## src/rtl/radar_scan_sequencer_pkg.sv

```systemverilog
// radar_pkg: shared types and constants for the radar scan sequencer.
//   radar_state_e      - scan FSM state encoding
//   CM_MUL / CM_SHIFT  - fixed-point echo-width to centimetre scale (10739 / 2^24)
//   CM_SAT             - largest reportable distance, also the timeout value
//   N_SECTORS_DEFAULT  - default number of sectors per sweep
//   ECHO_CNT_W         - width of the echo width counter
package radar_pkg;

    typedef enum logic [2:0] {
        S_IDLE      = 3'd0,
        S_SETTLE    = 3'd1,
        S_TRIG      = 3'd2,
        S_WAIT_RISE = 3'd3,
        S_MEASURE   = 3'd4,
        S_RECOVER   = 3'd5,
        S_STEP      = 3'd6
    } radar_state_e;

    localparam int CM_MUL            = 10739;
    localparam int CM_SHIFT          = 24;
    localparam int CM_SAT            = 127;
    localparam int N_SECTORS_DEFAULT = 7;
    localparam int ECHO_CNT_W        = 18;

endpackage

```

## src/rtl/radar_scan_sequencer_if.sv

```systemverilog
// radar_scan_if: sensor and sample signals of the radar scan sequencer.
//   en, ech                       - control level and raw echo into the sequencer
//   tk, sector, dir, busy         - trigger pin, servo command and activity flag
//   sample_valid/_sector/_cm/_timeout - published distance sample
// Handshake: sample_valid is a one-cycle strobe with no ready; the consumer
// must take the sample in the cycle it is high. sample_sector/_cm/_timeout
// stay stable from one strobe until the next, so late readers see the last
// published value.
interface radar_scan_if;

    logic       en;
    logic       ech;
    logic       tk;
    logic [2:0] sector;
    logic       dir;
    logic       busy;
    logic       sample_valid;
    logic [2:0] sample_sector;
    logic [6:0] sample_cm;
    logic       sample_timeout;

    // master drives the sequencer (bench / system), slave is the sequencer
    modport master (
        output en, ech,
        input  tk, sector, dir, busy,
        input  sample_valid, sample_sector, sample_cm, sample_timeout
    );

    modport slave (
        input  en, ech,
        output tk, sector, dir, busy,
        output sample_valid, sample_sector, sample_cm, sample_timeout
    );

endinterface

```

## src/rtl/radar_scan_sequencer_echo_timer.sv

```systemverilog
// echo_timer: synchronises the raw echo pin and measures its high time.
//   clk, rst_n   - clock, asynchronous active-low reset
//   ech_i        - raw asynchronous echo pin
//   start_i      - load the counter with 1 (the rise cycle itself counts)
//   count_en_i   - count synchronised-high cycles while set
//   level_o      - synchronised echo level
//   rise_o/fall_o - one-cycle edge flags of the synchronised echo
//   count_o      - echo width in cycles, saturating at ECHO_MAX_CYC
//   overflow_o   - count has reached ECHO_MAX_CYC
module echo_timer
    import radar_pkg::*;
#(
    parameter int ECHO_MAX_CYC = 198400
) (
    input  logic                  clk,
    input  logic                  rst_n,
    input  logic                  ech_i,
    input  logic                  start_i,
    input  logic                  count_en_i,
    output logic                  level_o,
    output logic                  rise_o,
    output logic                  fall_o,
    output logic [ECHO_CNT_W-1:0] count_o,
    output logic                  overflow_o
);

    logic                  sync1_q, sync2_q, prev_q;
    logic [ECHO_CNT_W-1:0] count_q, count_d;

    // Both edges pass through the same two flops, so the width is preserved.
    always_ff @(posedge clk or negedge rst_n) begin
        if (!rst_n) begin
            sync1_q <= 1'b0;
            sync2_q <= 1'b0;
            prev_q  <= 1'b0;
            count_q <= '0;
        end else begin
            sync1_q <= ech_i;
            sync2_q <= sync1_q;
            prev_q  <= sync2_q;
            count_q <= count_d;
        end
    end

    assign level_o    = sync2_q;
    assign rise_o     = sync2_q & ~prev_q;
    assign fall_o     = ~sync2_q & prev_q;
    assign overflow_o = (count_q >= ECHO_CNT_W'(ECHO_MAX_CYC));
    assign count_o    = count_q;

    always_comb begin
        count_d = count_q;
        if (start_i) begin
            count_d = ECHO_CNT_W'(1);
        end else if (count_en_i && sync2_q && !overflow_o) begin
            count_d = count_q + ECHO_CNT_W'(1);
        end
    end

endmodule

```

## src/rtl/radar_scan_sequencer.sv

```systemverilog
// radar_scan_sequencer: ping-pong sector sweep with settle, ping, echo
// measurement and recovery, publishing one distance sample per sector.
//   clk, rst_n   - 27 MHz clock, asynchronous active-low reset
//   bus          - radar_scan_if slave: en/ech in; tk, sector, dir, busy and
//                  the sample_* outputs out
//   dbg_state_o  - current FSM state for observation
// Assumes N_SECTORS >= 2 so the sweep has two distinct endpoints.
module radar_scan_sequencer
    import radar_pkg::*;
#(
    parameter int N_SECTORS    = N_SECTORS_DEFAULT,
    parameter int SETTLE_CYC   = 2700000,
    parameter int TRIG_CYC     = 270,
    parameter int RISE_MAX_CYC = 27000,
    parameter int ECHO_MAX_CYC = 198400,
    parameter int RECOVER_CYC  = 1620000
) (
    input  logic         clk,
    input  logic         rst_n,
    radar_scan_if.slave  bus,
    output radar_state_e dbg_state_o
);

    localparam logic [2:0]  LAST_SEC     = 3'(N_SECTORS - 1);
    localparam logic [31:0] SETTLE_LAST  = 32'(SETTLE_CYC - 1);
    localparam logic [31:0] TRIG_LAST    = 32'(TRIG_CYC - 1);
    localparam logic [31:0] RISE_LAST    = 32'(RISE_MAX_CYC - 1);
    localparam logic [31:0] RECOVER_LAST = 32'(RECOVER_CYC - 1);

    radar_state_e state_q, state_d;
    logic [31:0]  cnt_q, cnt_d;
    logic [2:0]   sector_q, sector_d;
    logic         dir_q, dir_d;
    logic         tk_q, tk_d;
    logic         sv_q, sv_d;
    logic [2:0]   ss_q, ss_d;
    logic [6:0]   cm_q, cm_d;
    logic         to_q, to_d;

    logic                  echo_start, echo_count_en;
    logic                  echo_level, echo_rise, echo_fall, echo_ovf;
    logic [ECHO_CNT_W-1:0] echo_count;

    echo_timer #(
        .ECHO_MAX_CYC (ECHO_MAX_CYC)
    ) u_echo_timer (
        .clk        (clk),
        .rst_n      (rst_n),
        .ech_i      (bus.ech),
        .start_i    (echo_start),
        .count_en_i (echo_count_en),
        .level_o    (echo_level),
        .rise_o     (echo_rise),
        .fall_o     (echo_fall),
        .count_o    (echo_count),
        .overflow_o (echo_ovf)
    );

    // cm = min(CM_SAT, (count * CM_MUL) >> CM_SHIFT), full 36-bit product
    logic [35:0] cm_prod, cm_scaled;
    logic [6:0]  cm_conv;
    assign cm_prod   = {{(36 - ECHO_CNT_W){1'b0}}, echo_count} * 36'(CM_MUL);
    assign cm_scaled = cm_prod >> CM_SHIFT;
    assign cm_conv   = (|cm_scaled[35:7]) ? 7'(CM_SAT) : cm_scaled[6:0];

    always_ff @(posedge clk or negedge rst_n) begin
        if (!rst_n) begin
            state_q  <= S_IDLE;
            cnt_q    <= '0;
            sector_q <= '0;
            dir_q    <= 1'b0;
            tk_q     <= 1'b0;
            sv_q     <= 1'b0;
            ss_q     <= '0;
            cm_q     <= '0;
            to_q     <= 1'b0;
        end else begin
            state_q  <= state_d;
            cnt_q    <= cnt_d;
            sector_q <= sector_d;
            dir_q    <= dir_d;
            tk_q     <= tk_d;
            sv_q     <= sv_d;
            ss_q     <= ss_d;
            cm_q     <= cm_d;
            to_q     <= to_d;
        end
    end

    always_comb begin
        state_d       = state_q;
        cnt_d         = cnt_q;
        sector_d      = sector_q;
        dir_d         = dir_q;
        sv_d          = 1'b0;
        ss_d          = ss_q;
        cm_d          = cm_q;
        to_d          = to_q;
        echo_start    = 1'b0;
        echo_count_en = 1'b0;

        case (state_q)
            S_IDLE: begin
                if (bus.en) begin
                    state_d = S_SETTLE;
                    cnt_d   = '0;
                end
            end
            S_SETTLE: begin
                if (cnt_q == SETTLE_LAST) begin
                    state_d = S_TRIG;
                    cnt_d   = '0;
                end else begin
                    cnt_d = cnt_q + 32'd1;
                end
            end
            // en is deliberately ignored here so the pulse is never cut short
            S_TRIG: begin
                if (cnt_q == TRIG_LAST) begin
                    state_d = S_WAIT_RISE;
                    cnt_d   = '0;
                end else begin
                    cnt_d = cnt_q + 32'd1;
                end
            end
            // only an edge seen here counts; a level already high is ignored
            S_WAIT_RISE: begin
                if (echo_rise) begin
                    state_d    = S_MEASURE;
                    echo_start = 1'b1;
                    cnt_d      = '0;
                end else if (cnt_q == RISE_LAST) begin
                    state_d = S_RECOVER;
                    cnt_d   = '0;
                    sv_d    = 1'b1;
                    ss_d    = sector_q;
                    cm_d    = 7'(CM_SAT);
                    to_d    = 1'b1;
                end else begin
                    cnt_d = cnt_q + 32'd1;
                end
            end
            S_MEASURE: begin
                echo_count_en = 1'b1;
                if (echo_fall) begin
                    state_d = S_RECOVER;
                    cnt_d   = '0;
                    sv_d    = 1'b1;
                    ss_d    = sector_q;
                    cm_d    = cm_conv;
                    to_d    = 1'b0;
                end else if (echo_ovf) begin
                    state_d = S_RECOVER;
                    cnt_d   = '0;
                    sv_d    = 1'b1;
                    ss_d    = sector_q;
                    cm_d    = 7'(CM_SAT);
                    to_d    = 1'b1;
                end
            end
            // quiet time starts only once the echo line has gone low
            S_RECOVER: begin
                if (echo_level) begin
                    cnt_d = '0;
                end else if (cnt_q == RECOVER_LAST) begin
                    state_d = S_STEP;
                    cnt_d   = '0;
                end else begin
                    cnt_d = cnt_q + 32'd1;
                end
            end
            S_STEP: begin
                if (!bus.en) begin
                    state_d = S_IDLE;
                end else begin
                    state_d = S_SETTLE;
                    cnt_d   = '0;
                    // endpoints turn around directly, so they are never repeated
                    if (!dir_q) begin
                        if (sector_q == LAST_SEC) begin
                            dir_d    = 1'b1;
                            sector_d = LAST_SEC - 3'd1;
                        end else begin
                            sector_d = sector_q + 3'd1;
                        end
                    end else begin
                        if (sector_q == 3'd0) begin
                            dir_d    = 1'b0;
                            sector_d = 3'd1;
                        end else begin
                            sector_d = sector_q - 3'd1;
                        end
                    end
                end
            end
            default: begin
                state_d = S_IDLE;
            end
        endcase

        // registered trigger: high exactly for the cycles spent in TRIG
        tk_d = (state_d == S_TRIG);
    end

    assign bus.tk             = tk_q;
    assign bus.sector         = sector_q;
    assign bus.dir            = dir_q;
    assign bus.busy           = (state_q != S_IDLE);
    assign bus.sample_valid   = sv_q;
    assign bus.sample_sector  = ss_q;
    assign bus.sample_cm      = cm_q;
    assign bus.sample_timeout = to_q;
    assign dbg_state_o        = state_q;

endmodule

```

## src/flat_wrapper.sv

```systemverilog
// flat-port wrapper written by rule: the top's interface ports become plain ports
module radar_scan_sequencer_flat import radar_pkg::*;
#(
    parameter int N_SECTORS    = N_SECTORS_DEFAULT,
    parameter int SETTLE_CYC   = 2700000,
    parameter int TRIG_CYC     = 270,
    parameter int RISE_MAX_CYC = 27000,
    parameter int ECHO_MAX_CYC = 198400,
    parameter int RECOVER_CYC  = 1620000
)
  (clk, rst_n, dbg_state_o, bus_en, bus_ech, bus_tk, bus_sector, bus_dir, bus_busy, bus_sample_valid, bus_sample_sector, bus_sample_cm, bus_sample_timeout);
  radar_scan_if bus_i ();
  input  logic clk;
  input  logic rst_n;
  output radar_state_e dbg_state_o;
  input wire logic [$bits(bus_i.en)-1:0] bus_en;
  input wire logic [$bits(bus_i.ech)-1:0] bus_ech;
  output wire logic [$bits(bus_i.tk)-1:0] bus_tk;
  output wire logic [$bits(bus_i.sector)-1:0] bus_sector;
  output wire logic [$bits(bus_i.dir)-1:0] bus_dir;
  output wire logic [$bits(bus_i.busy)-1:0] bus_busy;
  output wire logic [$bits(bus_i.sample_valid)-1:0] bus_sample_valid;
  output wire logic [$bits(bus_i.sample_sector)-1:0] bus_sample_sector;
  output wire logic [$bits(bus_i.sample_cm)-1:0] bus_sample_cm;
  output wire logic [$bits(bus_i.sample_timeout)-1:0] bus_sample_timeout;
  assign bus_i.en = bus_en;
  assign bus_i.ech = bus_ech;
  assign bus_tk = bus_i.tk;
  assign bus_sector = bus_i.sector;
  assign bus_dir = bus_i.dir;
  assign bus_busy = bus_i.busy;
  assign bus_sample_valid = bus_i.sample_valid;
  assign bus_sample_sector = bus_i.sample_sector;
  assign bus_sample_cm = bus_i.sample_cm;
  assign bus_sample_timeout = bus_i.sample_timeout;
  radar_scan_sequencer #(.N_SECTORS(N_SECTORS), .SETTLE_CYC(SETTLE_CYC), .TRIG_CYC(TRIG_CYC), .RISE_MAX_CYC(RISE_MAX_CYC), .ECHO_MAX_CYC(ECHO_MAX_CYC), .RECOVER_CYC(RECOVER_CYC)) u_core (.clk(clk), .rst_n(rst_n), .bus(bus_i), .dbg_state_o(dbg_state_o));
endmodule
```

## config.mk

```make
export PLATFORM = sky130hd
export DESIGN_NAME = radar_scan_sequencer_flat
export DESIGN_NICKNAME = d
export VERILOG_FILES = /design/src/rtl/radar_scan_sequencer_pkg.sv /design/src/rtl/radar_scan_sequencer_if.sv /design/src/rtl/radar_scan_sequencer_echo_timer.sv /design/src/rtl/radar_scan_sequencer.sv /design/src/flat_wrapper.sv
export SDC_FILE = /design/constraint.sdc
export NUM_CORES = 1
export LEC_CHECK = 0
export ABC_AREA = 1
export CORE_ASPECT_RATIO = 2
export CORE_UTILIZATION = 35
export CTS_CLUSTER_SIZE = 25
export DETAILED_ROUTE_END_ITERATION = 10
export GPL_TIMING_DRIVEN = 0
export SYNTH_ARGS = -nofsm -noshare
export SYNTH_HDL_FRONTEND = slang
export SYNTH_SLANG_ARGS = --single-unit
```

## constraint.sdc

```tcl
create_clock -name clk -period 6.9 [get_ports clk]
set_clock_uncertainty 0.15 [all_clocks]
set_input_delay 0.69 -clock clk [delete_from_list [all_inputs] [get_ports clk]]
set_output_delay 0.69 -clock clk [all_outputs]
set_load 0.01 [all_outputs]
```

==> reports/results.tsv, run 1 <==
stage	metric	value	unit
run_status	outcome	finished, final reports clean	
power_and_ir_drop	worst vdd ir	0.114	mV
power_and_ir_drop	Pwr Density	85.2	nW/um2
synth	syn avg cell area	7.47	um2
cts	H-tree levels	3	
layout	# diodes	0	
setup_path	critical path class	register to register	
timing	max-slew violations	0	
timing	slew margin rel.	43.8	%
layout	area of the multi-input gates	7530	um2
global_route	first-pass GRT wire length	48000	um
cts	CTS Root Cell	clkbuf_16	
timing	final worst path period need	5.95	ns
synth	Ys Warns	0	
layout	fin nets	1701	
setup_path	Worst Path Arrival	6.05	ns
synth	top cell type's share of synthesized area	19.1	%
cts	# clock sinks	73	
synth	synth top area cells	fa_1, ha_1, dfrtp_1	
setup_path	CP max FO	12	
job	# Max-Cap Violations	0	
synth	Post-synth ARST share	100	%
cts	Post-CTS Resized	0	
synth	Synth Flop Type	dfrtp_1	
global_route	GRT Resource Usage Total	20.4	%
global_route	vias in the first global route	9338	
floorplan	Die H	247	um
cts	CTS tree	built	
timing	Worst Tran Pin Value	0.838	ns
timing	Hold Violations, Final	0	
cts	Worst-path clk slew	0.07	ns
floorplan	Rows	89	
synth	area leader, netlist	fa_1	
detailed_routing	drt pass-1 iters	6	
detailed_routing	final WL	29600	um
cts	CTS Buf Count	9	
detailed_routing	DR DRC count	0	
global_route	largest net degree at the start of global routing	39	
layout	Register Area	1830	um2
synth	Synth Cell Area	10500	um2
setup_path	Worst Path Required	7.01	ns
floorplan	IO Pins	25	
detailed_routing	wire per inst	16.4	um
floorplan	die width	124	um
synth	Synth Instances	1405	
timing	f_max	168	MHz
layout	proportion of layout cells with a drive suffix above 1	4.70	%
global_route	initial antenna violation count	0	
detailed_routing	ANT nets after route	0	
layout	most common cell after layout, fill and taps aside	nand2_1	
cts	CTS Buffer Depth	2	
floorplan	Core Box Area	29500	um2
detailed_routing	via count	8915	
floorplan	Initial Utilization	35.6	%
synth	post-synth cell types	41	
setup_path	crit path capture type	register	
cts	Worst-Skew Late Latency	0.36	ns
synth	Net Count, Synth	1665	
place	I/O Buffers	24	
place	gp weighted congestion	0.925	
detailed_routing	Via density	4.93	
layout	fillcell total	3080	
cts	Hold-fix buffers, CTS	0	
power_and_ir_drop	LEAKAGE	6.65	nW
layout	most frequent cells in the layout	nand2_1, inv_1, nor2_1	
synth	EDFF count, synth	0	
cts	Post-CTS Setup Repair Bufs	0	
floorplan	die area	30700	um2
timing	Tcrit/Tclk final	86.2	%
synth	Seq/Total Area, Yosys	17.4	%
timing	RSZ-0062 raised after global routing	false	
layout	Area Overhead vs Synth	9.95	%
hold_path	Worst Hold Class	primary input to async pin	
detailed_routing	number of DRC markers in iteration 0	380	
timing	Fin Setup TNS	0	ns
timing	Final setup viols	0	
setup_path	critical path startpoint category	register	
global_route	total gr overflow	0	
place	Post-DP HPWL	25400	um
synth	#FFs+latches synth	73	
power_and_ir_drop	total chip power	0.000984	W
[cell families (layout without fill, tap and decap cells)]
| family | count (synthesis) | after routing | synth area share (%) |
|---|---|---|---|
| and+or+nand+nor | 687 | 687 | 28.1 |
| DFF | 73 | 73 | 17.4 |
| buffers and inverters | 297 | 338 | 10.9 |
| adders and majority gates | 256 | 256 | 37.7 |
| xor gates and xnor gates | 27 | 27 | 2.25 |
| AOI/OAI and AO/OA | 65 | 65 | 3.66 |
[cell usage after synthesis (2+ instances only)]
cell	n
nor4_1	3
a21oi_1	21
nand4_1	23
nor2_2	20
fa_1	100
dfrtp_1	73
ha_1	156
buf_4	2
o21bai_1	6
nand3_1	84
nand2_1	332
inv_2	7
buf_2	6
nor3b_1	5
inv_1	278
and2_1	3
o21ai_0	23
nor3_1	29
nor2_4	2
o211ai_1	3
clkbuf_1	2
xnor2_1	7
and3_1	2
o21a_1	3
nor2_1	173
xor2_1	20
nand3b_1	2
nand2_2	4
o2111ai_1	4
[sequential cells by signal, indices dropped and copies added, names as in the netlist, 3 cells and up]
name,count
u_core.cnt_q,32
u_core.bus.sample_cm,7
u_core.dbg_state_o,3
u_core.u_echo_timer.count_o,18
u_core.bus.sample_sector,3
u_core.bus.sector,3
[final cells by class]
cell class	count	area share, %
plain buffers	12	0.683
clock buffers	9	1.95
clock inverters	7	0.878
inverters	285	9.27
multi-input cells	1035	65.2
flip-flops and latches	73	15.8
well taps	364	3.94
repair buffers	25	2.23
[report_power, final]
group | switching (W) | total (W) | leakage, nW | internal, W
Combinational | 0.0000120 | 0.0000149 | 5.57 | 0.00000291
Sequential | 0.000000734 | 0.000429 | 0.931 | 0.000429
Clock | 0.000218 | 0.000539 | 0.153 | 0.000321
Total | 0.000231 | 0.000984 | 6.65 | 0.000752
[worst max-delay path, cell delays in order (launching register included)]
cell and delay [ns]:
dfrtp_1 0.86, fa_1 0.56, ha_1 0.32, fa_1 0.50, fa_1 0.52, fa_1 0.55, inv_1 0.06, fa_1 0.50
inv_1 0.04, ha_1 0.32, nand2_1 0.14, inv_1 0.07, a21oi_1 0.36, inv_1 0.07, nor2_1 0.09, nand2_1 0.10
nand2_1 0.12, nand2_1 0.06, nand2_1 0.05, nand2_1 0.16, nor2_1 0.17, nor2_1 0.05
[per-layer routing]
metal / vias up / GRT usage [%] / wire length (um)
met1: 4239 / 17.5 / 9470
met4: 0 / 15.0 / 2310
met2: 167 / 42.2 / 17300
met3: 92 / 1.86 / 507
li1: 4417 / - / -
met5: - / 0 / 0
[stage by stage]
stage	hold slack [ns]	utilization (%)	std cells	setup slack [ns]	cell area (um2)
global placement	0.184	37.9	1793	0.957	11200
global route	0.200	39.1	1810	0.598	11500
CTS	0.175	39.1	1810	0.924	11500
detailed placement	0.186	38.0	1794	0.937	11200
finish	0.152	39.1	1810	0.955	11500
floorplan	0.181	-	1405	1.89	10500
[worst paths after layout]
kind                                                             from                                    end  slack (ns)  cells after the start
max                        u_core.u_echo_timer.count_o[7]$_DFFE_PN0P_    u_core.bus.sample_cm[2]$_DFFE_PN0P_        0.95                     21
min                                                             rst_n       u_core.bus.sector[1]$_DFFE_PN0P_        0.15                      1
max reg2reg                u_core.u_echo_timer.count_o[7]$_DFFE_PN0P_    u_core.bus.sample_cm[2]$_DFFE_PN0P_        0.95                     21
min reg2reg                     u_core.u_echo_timer.sync1_q$_DFF_PN0_  u_core.u_echo_timer.level_o$_DFF_PN0_        0.20                      0
max in group asynchronous                                       rst_n           u_core.cnt_q[30]$_DFFE_PN0P_        5.86                      2
min in group clk                u_core.u_echo_timer.sync1_q$_DFF_PN0_  u_core.u_echo_timer.level_o$_DFF_PN0_        0.20                      0
Note: power is estimated with default switching activity, not from simulation.
==> run 2: changes to the inputs <==
--- a/config.mk
+++ b/config.mk
@@ -11,6 +11,7 @@
 export CTS_CLUSTER_SIZE = 25
 export DETAILED_ROUTE_END_ITERATION = 10
 export GPL_TIMING_DRIVEN = 0
+export SKIP_LAST_GASP = 1
 export SYNTH_ARGS = -nofsm -noshare
 export SYNTH_HDL_FRONTEND = slang
 export SYNTH_SLANG_ARGS = --single-unit
==> results of run 2 <==
No change in the layout: final DEF, timing and power equal those of run 1.
==> run 3: changes to the inputs <==
--- a/config.mk
+++ b/config.mk
@@ -7,7 +7,7 @@
 export LEC_CHECK = 0
 export ABC_AREA = 1
 export CORE_ASPECT_RATIO = 2
-export CORE_UTILIZATION = 35
+export CORE_UTILIZATION = 45
 export CTS_CLUSTER_SIZE = 25
 export DETAILED_ROUTE_END_ITERATION = 10
 export GPL_TIMING_DRIVEN = 0
==> run 3 against run 2 <==
Compared with the run above: count of clock-buffer cells in the layout unchanged; first-iteration DRC count increased by 31%; non-clock buffer count unchanged; die area down 22%; register-to-register slack got worse by 0.04 ns; sequential cell count unchanged; clock power increased by 1%; via count about the same; global-route usage rose by 7.9 points; largest power group unchanged; total power grew 0.75%.
==> reports/results.tsv, run 3 (synthesized netlist as in run 1, its figures left out) <==
stage	metric	value	unit	change
detailed_routing	wire per inst	17.7	um	+8.0%
floorplan	die width	110	um	-12%
timing	slew margin rel.	43.4	%	-0.43 points
place	I/O Buffers	24		unchanged
timing	f_max	167	MHz	-0.73%
global_route	initial antenna violation count	0		unchanged
setup_path	Crit path top cell by count	nand2_1		
power_and_ir_drop	Pwr Density	86.6	nW/um2	+1.6%
detailed_routing	Via density	5.16		+4.8%
floorplan	die area	24000	um2	-22%
cts	CTS Buf Count	9		unchanged
power_and_ir_drop	LEAKAGE	6.66	nW	+0.18%
timing	Fin Setup TNS	0	ns	unchanged
setup_path	critical path startpoint category	register		
timing	Worst Tran Pin Value	0.845	ns	+0.00639 ns
hold_path	Worst Hold Class	primary input to async pin		
place	Post-DP HPWL	25500	um	+0.41%
global_route	first-pass GRT wire length	49200	um	+2.6%
layout	max reg flops	32		unchanged
place	dpl cells	1710		-4.7%
floorplan	Initial Utilization	46.2	%	+11 points
power_and_ir_drop	total chip power	0.000991	W	+0.75%
job	# Max-Cap Violations	0		unchanged
floorplan	IO Pins	25		unchanged
layout	# diodes	0		unchanged
layout	Area Overhead vs Synth	9.03	%	
global_route	GRT Resource Usage Total	28.3	%	+7.9 points
timing	Tcrit/Tclk final	86.8	%	+0.63 points
cts	Post-CTS Resized	0		unchanged
layout	most frequent cells in the layout	nand2_1, inv_1, nor2_1		
setup_path	CP max stage delay	0.86	ns	about the same
setup_path	crit path capture type	register		
cts	CTS Root Cell	clkbuf_16		
global_route	largest net degree at the start of global routing	59		+51%
cts	Worst-Skew Late Latency	0.37	ns	about the same
layout	fin nets	1701		unchanged
cts	Hold-fix buffers, CTS	0		unchanged
floorplan	Rows	78		-12%
run_status	outcome	finished, final reports clean		
cts	CTS Buffer Depth	2		unchanged
floorplan	Core Box Area	22700	um2	-23%
place	gp weighted congestion	1.00		+8.1%
cts	Post-CTS Setup Repair Bufs	0		unchanged
setup_path	critical path cell sequence	fa_1 -> ha_1 -> fa_1 -> fa_1 -> fa_1 -> inv_1 -> fa_1 -> inv_1 -> ha_1 -> nand2_1 -> inv_1 -> a21oi_1 -> inv_1 -> nor2_1 -> nand2_1 -> nand2_1 -> nand2_1 -> nand2_1 -> nand2_1 -> nor2_1 -> nor2_1		
global_route	vias in the first global route	9304		-0.36%
layout	Largest Register	u_core.cnt_q		
floorplan	Die H	218	um	-12%
cts	# clock sinks	73		unchanged
timing	Hold Violations, Final	0		unchanged
timing	final worst path period need	5.99	ns	+0.0437 ns
power_and_ir_drop	worst vdd ir	0.132	mV	+17%
detailed_routing	final WL	30500	um	+3.0%
global_route	total gr overflow	0		unchanged
setup_path	CP Buf/Inv Count	4		unchanged
setup_path	crit-path leading delay family	adder cells		
detailed_routing	drt pass-1 iters	5		-1
layout	fin cells	1726		-4.6%
setup_path	CP max FO	12		unchanged
detailed_routing	ANT nets after route	0		unchanged
timing	Final setup viols	0		unchanged
layout	most common cell after layout, fill and taps aside	nand2_1		
setup_path	Worst path slowest cell	dfrtp_1		
layout	fillcell total	2347		-24%
cts	Worst-path clk slew	0.07	ns	about the same
detailed_routing	number of DRC markers in iteration 0	496		+31%
timing	max-slew violations	0		unchanged
detailed_routing	via count	8907		-0.090%
layout	proportion of layout cells with a drive suffix above 1	4.70	%	unchanged
cts	H-tree levels	3		unchanged
setup_path	critical path class	register to register		
setup_path	Worst Path Required	7.01	ns	about the same
setup_path	Worst Path Arrival	6.10	ns	+0.05 ns
timing	RSZ-0062 raised after global routing	false		
detailed_routing	DR DRC count	0		unchanged
cts	CTS tree	built		
-- run 3: changes by cell type in the layout (fill, tap and decap cells not counted), sizes merged --
cell,delta
clkinv,+3
clkinvlp,-2
inv,-1
-- run 3: final cells by class --
cell class	count	area (um2)	area share, %
buffer	12	78.8	0.689
tap	280	350	3.06
clock buffer	9	225	1.97
multi-input combinational	1035	7530	65.8
timing repair buffer	25	265	2.32
clock inverter	7	103	0.896
sequential	73	1830	16.0
inverter	285	1070	9.34
-- run 3: path summary, 6_finish.rpt --
| path | from | endpoint | slack (ns) | cells past startpoint |
|---|---|---|---|---|
| setup / recovery | u_core.u_echo_timer.count_o[7]$_DFFE_PN0P_ | u_core.bus.sample_cm[1]$_DFFE_PN0P_ | 0.91 | 21 |
| hold / removal | rst_n | u_core.bus.sector[1]$_DFFE_PN0P_ | 0.05 | 1 |
| setup reg to reg | u_core.u_echo_timer.count_o[7]$_DFFE_PN0P_ | u_core.bus.sample_cm[1]$_DFFE_PN0P_ | 0.91 | 21 |
| hold reg to reg | u_core.u_echo_timer.sync1_q$_DFF_PN0_ | u_core.u_echo_timer.level_o$_DFF_PN0_ | 0.20 | 0 |
| max in group asynchronous | rst_n | u_core.cnt_q[12]$_DFFE_PN0P_ | 5.93 | 2 |
| min in group clk | u_core.u_echo_timer.sync1_q$_DFF_PN0_ | u_core.u_echo_timer.level_o$_DFF_PN0_ | 0.20 | 0 |
-- run 3: per-stage QoR --
| step | hold WS, ns | instance area [um2] | util [%] | setup slack (ns) |
|---|---|---|---|---|
| floorplan | 0.181 | 10500 | - | 1.89 |
| global placement | 0.190 | 11100 | 48.8 | 0.955 |
| detailed placement | 0.189 | 11100 | 48.9 | 0.939 |
| CTS | 0.0442 | 11400 | 50.3 | 0.925 |
| global route | 0.0534 | 11400 | 50.3 | 0.636 |
| finish | 0.0480 | 11400 | 50.3 | 0.911 |
-- run 3: routing by layer --
metal  global-route usage (%)  up-vias  share of wire, %
met2                     52.8      196                56
met3                     4.93      112               2.9
met1                     25.3     4183                32
met5                        0        -                 0
met4                     23.6        0               9.4
li1                         -     4416                 -
-- run 3: power breakdown --
part           switching [W]  internal [W]
clock network       0.000225      0.000321
registers        0.000000767      0.000429
logic              0.0000122    0.00000338
total               0.000238      0.000753
-- run 3: worst register-to-register path: cells and delay by family (launching register included) --
family | cells | cell delay (ns)
AOI/OAI and AO/OA | 1 | 0.38
adders and majority gates | 7 | 3.28
buffers and inverters | 4 | 0.24
DFF | 1 | 0.86
and+or+nand+nor | 9 | 0.97
